$ cat src/rtl/rrf_alloc_pkg.sv
// Shared constants for the rename-register free-list allocator.
//   RRF_NUM : number of rename registers (power of two)
//   RRF_SEL : tag width, log2(RRF_NUM)
//   COM_NUM : width of the per-cycle commit count
package rrf_alloc_pkg;
  localparam int RRF_NUM = 64;
  localparam int RRF_SEL = 6;
  localparam int COM_NUM = 2;
endpackage

$ cat src/rtl/rrf_alloc.sv
// Rename-register free-list allocator.
// Hands out up to two tags per cycle in strict circular order. Tags are
// reclaimed at commit. On a mispredict the allocation pointer rolls back.
//   req1/req2, dp_stall      : dispatch requests and downstream stall
//   dpaddr1/2, dpen1/2       : granted tags and RRF valid-clear strobes
//   alloc_stall              : requests present but not granted
//   com_num                  : tags retired this cycle (0..2)
//   prmiss, rb_tag, rb_cyc   : mispredict flush and the new allocation point
//   rrfptr/rrfcyc, comptr    : allocation head (with wrap bit) and oldest tag
//   freenum                  : free tag count (0..RRF_NUM)
module rrf_alloc
  import rrf_alloc_pkg::*;
(
  input  logic               clk,
  input  logic               reset,
  input  logic               req1,
  input  logic               req2,
  input  logic               dp_stall,
  output logic [RRF_SEL-1:0] dpaddr1,
  output logic [RRF_SEL-1:0] dpaddr2,
  output logic               dpen1,
  output logic               dpen2,
  output logic               alloc_stall,
  input  logic [COM_NUM-1:0] com_num,
  input  logic               prmiss,
  input  logic [RRF_SEL-1:0] rb_tag,
  input  logic               rb_cyc,
  output logic [RRF_SEL-1:0] rrfptr,
  output logic               rrfcyc,
  output logic [RRF_SEL-1:0] comptr,
  output logic [RRF_SEL:0]   freenum
);

  // {cycle bit, pointer}: because RRF_NUM is a power of two, a plain add on
  // the concatenation wraps the pointer and toggles the cycle bit together.
  function automatic logic [RRF_SEL:0] adv(input logic [RRF_SEL:0] p,
                                           input logic [1:0]       n);
    return p + {{(RRF_SEL-1){1'b0}}, n};
  endfunction

  localparam logic [RRF_SEL:0] FREE_ALL = (RRF_SEL+1)'(RRF_NUM);

  logic [RRF_SEL:0] rrf_q, rrf_d;      // {rrfcyc, rrfptr}
  logic [RRF_SEL:0] com_q, com_d;      // {comcyc, comptr}
  logic [RRF_SEL:0] freenum_q, freenum_d;
  logic [1:0]       reqcnt;
  logic [RRF_SEL:0] need, com_ext, occ;
  logic             grant;

  always_comb begin
    reqcnt  = {1'b0, req1} + {1'b0, req2};
    need    = {{(RRF_SEL-1){1'b0}}, reqcnt};
    com_ext = {{(RRF_SEL-1){1'b0}}, com_num};
    // Freed tags are only seen through freenum_q, so they become usable
    // the cycle after commit.
    grant   = ~reset & (reqcnt != 2'd0) & (freenum_q >= need) & ~dp_stall & ~prmiss;
    dpen1       = grant & req1;
    dpen2       = grant & req2;
    alloc_stall = ~reset & (reqcnt != 2'd0) & ~grant & ~prmiss;
    dpaddr1     = rrf_q[RRF_SEL-1:0];
    dpaddr2     = rrf_q[RRF_SEL-1:0] + {{(RRF_SEL-1){1'b0}}, req1};

    com_d = adv(com_q, com_num);
    // Distance mod 2N: equal positions with equal cycle bits mean empty,
    // with differing cycle bits mean full.
    occ   = {rb_cyc, rb_tag} - com_d;
    if (prmiss) begin
      rrf_d     = {rb_cyc, rb_tag};
      freenum_d = FREE_ALL - occ;
    end else begin
      rrf_d     = adv(rrf_q, grant ? reqcnt : 2'd0);
      freenum_d = freenum_q - (grant ? need : '0) + com_ext;
    end
  end

  always_ff @(posedge clk) begin
    if (reset) begin
      rrf_q     <= '0;
      com_q     <= '0;
      freenum_q <= FREE_ALL;
    end else begin
      rrf_q     <= rrf_d;
      com_q     <= com_d;
      freenum_q <= freenum_d;
    end
  end

  assign rrfptr  = rrf_q[RRF_SEL-1:0];
  assign rrfcyc  = rrf_q[RRF_SEL];
  assign comptr  = com_q[RRF_SEL-1:0];
  assign freenum = freenum_q;

  a_com_le_occ: assert property (@(posedge clk) disable iff (reset)
    (32'(com_num) <= RRF_NUM - 32'(freenum_q)));
  a_com_max: assert property (@(posedge clk) disable iff (reset)
    (com_num <= 2'd2));
  a_occ_range: assert property (@(posedge clk) disable iff (reset)
    (prmiss |-> (occ <= FREE_ALL)));

endmodule

$ cat config.mk
export PLATFORM = sky130hd
export DESIGN_NAME = rrf_alloc
export DESIGN_NICKNAME = d
export VERILOG_FILES = /design/src/rtl/rrf_alloc_pkg.sv /design/src/rtl/rrf_alloc.sv
export SDC_FILE = /design/constraint.sdc
export NUM_CORES = 1
export LEC_CHECK = 0
export BUFFER_PORTS_ARGS = -buffer_cell sky130_fd_sc_hd__buf_2
export CORE_UTILIZATION = 45
export DETAILED_ROUTE_END_ITERATION = 6
export GPL_ROUTABILITY_DRIVEN = 0
export GPL_TIMING_DRIVEN = 0
export PLACE_DENSITY_LB_ADDON = 0.12
export REMOVE_ABC_BUFFERS = 1
export SETUP_SLACK_MARGIN = 0.02
export SYNTH_ARGS = -nofsm -noshare
export SYNTH_HDL_FRONTEND = slang
export SYNTH_SLANG_ARGS = --single-unit
$ cat constraint.sdc
create_clock -name clk -period 11.3 [get_ports clk]
set_clock_uncertainty 0.15 [all_clocks]
set_input_delay 1.13 -clock clk [delete_from_list [all_inputs] [get_ports clk]]
set_output_delay 1.13 -clock clk [all_outputs]
set_load 0.05 [all_outputs]
==> results.cfg <==
[cts]
clk_latency_ns = 0.26
cts_setup_buffers = 0
cts_max_level = 1
cts_sinks = 21
ctsHoldBuffers = 0
cts.path.max_buffers = 2
cts_tree = done
numCtsBuffers = 3
cts.clk_slew.worst_paths_ns = 0.08
root_buffer = clkbuf_8
cts_resized = 0

[final_layout]
fill_cells = 402
final_cells = 306
final_util_pct = 53.4
drive_gt1_share_pct = 21.9
syn2layout_area_growth_pct = 12.4
nNetsFinal = 311
antenna_cells = 0

[critical_path]
arrival_ns = 4.60
startpoint_type = input port
critical_path.endpoint_type = flop
path_cells = buf_2 -> ha_1 -> inv_1 -> ha_1 -> nor2b_1 -> o31ai_1 -> a21boi_1 -> o21a_1 -> and2_1 -> fa_1 -> inv_1 -> fa_1 -> a21oi_1 -> o21bai_1 -> a221oi_1 -> nor4_1 -> nor4_1
cpLargestDelayFamily = adder cells
slowest_stage = fa_1
cp_max_fo = 6
critical_path_buf_inv_count = 3
critPathKind = in -> reg
worstPathRequired_ns = 11.31
critPathMaxStageDelay_ns = 0.48

[timing]
fmax_mhz = 218
final.setup.tns_ns = 0
period_share_pct = 40.6
setup_violations = 0
setup_slack_ns = 6.71
min_period_ns = 4.59
worst_slew_pin_slew_ns = 0.484
drv_slew = 0
rsz0062_at_grt = no
slew_headroom_pct = 67.7
hold_viol = 0

[floorplan]
num_rows = 23
die_h_um = 67.2
die_w_um = 67.2
core_um2 = 4030
io_pins = 50
die_area_um2 = 4520
start_util_pct = 47.5

[synth]
synthCells = 221
synth_flop_cell = dfxtp_1
async_flop_share_pct = 0
synth_edf_count = 0
yosysWarnings = 0
seq_area_frac_synth_pct = 22.0
synth_top_area_share_pct = 22.2
yosysTopAreaCell = ha_1
yosys-top-cells-area = ha_1 22%, dfxtp_1 22%, xor2_1 5.5%
synth.most_common_cell = ha_1
netlist_area_um2 = 1910
netlist-cell-type-count = 38
synth_area_per_cell_um2 = 8.66
synth_seq_cells = 21
yosys-top-cells-count = 34 x ha_1, 26 x inv_1, 21 x dfxtp_1

[global_route]
grt_pass1_vias = 1459
antenna_found_initial = 0
grt_usage_pct = 18.5
grt_overflow = 0
grt_pass1_wl_um = 6350
grt_max_degree = 27

[drt]
drc = 0
vias = 1508
initialDrtViolationCount = 43
firstDrtPassIters = 4
routed_wl_um = 3720
via_per_inst = 4.93
wl_per_cell_um = 12.2
final_antenna_net_count = 0

[job]
maxCapViolCount = 0

[power_and_ir_drop]
p_leak_nw = 1.15
ir_drop_uv = 162
power.total_mw = 0.379
p_per_area_nw_per_um2 = 177

[hold_path]
min_path_type = reg -> reg

[place]
placed_cells = 302
dp_hpwl_um = 3000
port_buffers = 49
dp_slack_ns = 6.52

[status]
status = finished, final reports clean
through the flow:
stage / hold WS (ns) / cell area [um2]
after CTS: 0.406 / 2150
after floorplan: 0.331 / 1800
final: 0.400 / 2150
after detailed placement: 0.385 / 2100
after global placement: 0.346 / 2100
after global routing: 0.442 / 2150
placed cells by master (no fill, tap or decap), types with 3 or more instances in the layout:
cell type and count:
buf_2 49, ha_1 34, inv_1 26, dfxtp_1 21, nor2_1 20, xor2_1 12, a21oi_1 11, nand2_1 10
xnor2_1 9, nor2b_1 7, a211oi_1 7, fa_1 5, a21o_1 4, nor4_1 4, and2_1 4, nand3_1 3
mux2i_1 3, clkbuf_8 3
per-layer routing:
metal  vias up  part of all wire (%)  GRT usage [%]
li1        795                     -              -
met1       676                    50           25.5
met2        35                    45           30.3
met3         2                   4.2           2.20
met4         0                  0.54           4.79
met5         -                     0              0
worst register-to-register path, cell delays in order, from the launching register on:
cell	delay [ns]
dfxtp_1	0.33
ha_1	0.30
nor2b_1	0.13
o31ai_1	0.21
a21boi_1	0.11
o21a_1	0.23
and2_1	0.21
fa_1	0.48
inv_1	0.07
fa_1	0.45
a21oi_1	0.16
o21bai_1	0.11
a221oi_1	0.34
nor4_1	0.08
nor4_1	0.26
power breakdown:
part,internal [mW],switching [mW]
combinational,0.0820,0.149
clock,0.0245,0.0250
sequential,0.0868,0.0118
total,0.193,0.186
final cells by class:
class,count,area (um2),area share [%]
clock buffers,3,41.3,1.92
flip-flops and latches,21,420,19.6
well taps,50,62.6,2.91
multi-input cells,155,1270,59.3
inverters,27,101,4.71
repair buffers,49,245,11.4
clock inverters,1,5.00,0.233
final timing paths:
check | start | end | slack, ns | cells past startpoint
worst max-delay path | req1 | freenum[6] | 6.71 | 17
worst min-delay path | com_q[6] | com_q[6] | 0.40 | 2
worst max register to register | freenum[1] | freenum[6] | 7.59 | 14
worst min register to register | com_q[6] | com_q[6] | 0.40 | 2
registers in the layout, indices dropped and copies added, names as in the netlist:
name / cells
rrf_q: 7
freenum: 7
com_q: 7
cells by family (layout without fill, tap and decap cells):
kind of cell    Yosys count  count (layout)  synth area share (%)
compound gates           33              33                  11.2
buf+inv                  45              80                  11.4
mux                       3               3                  1.57
fa+ha+maj                39              39                  27.5
flops                    21              21                  22.0
xor+xnor                 22              22                  10.8
simple gates             58              58                  15.6
(Power assumes the default switching activity.)
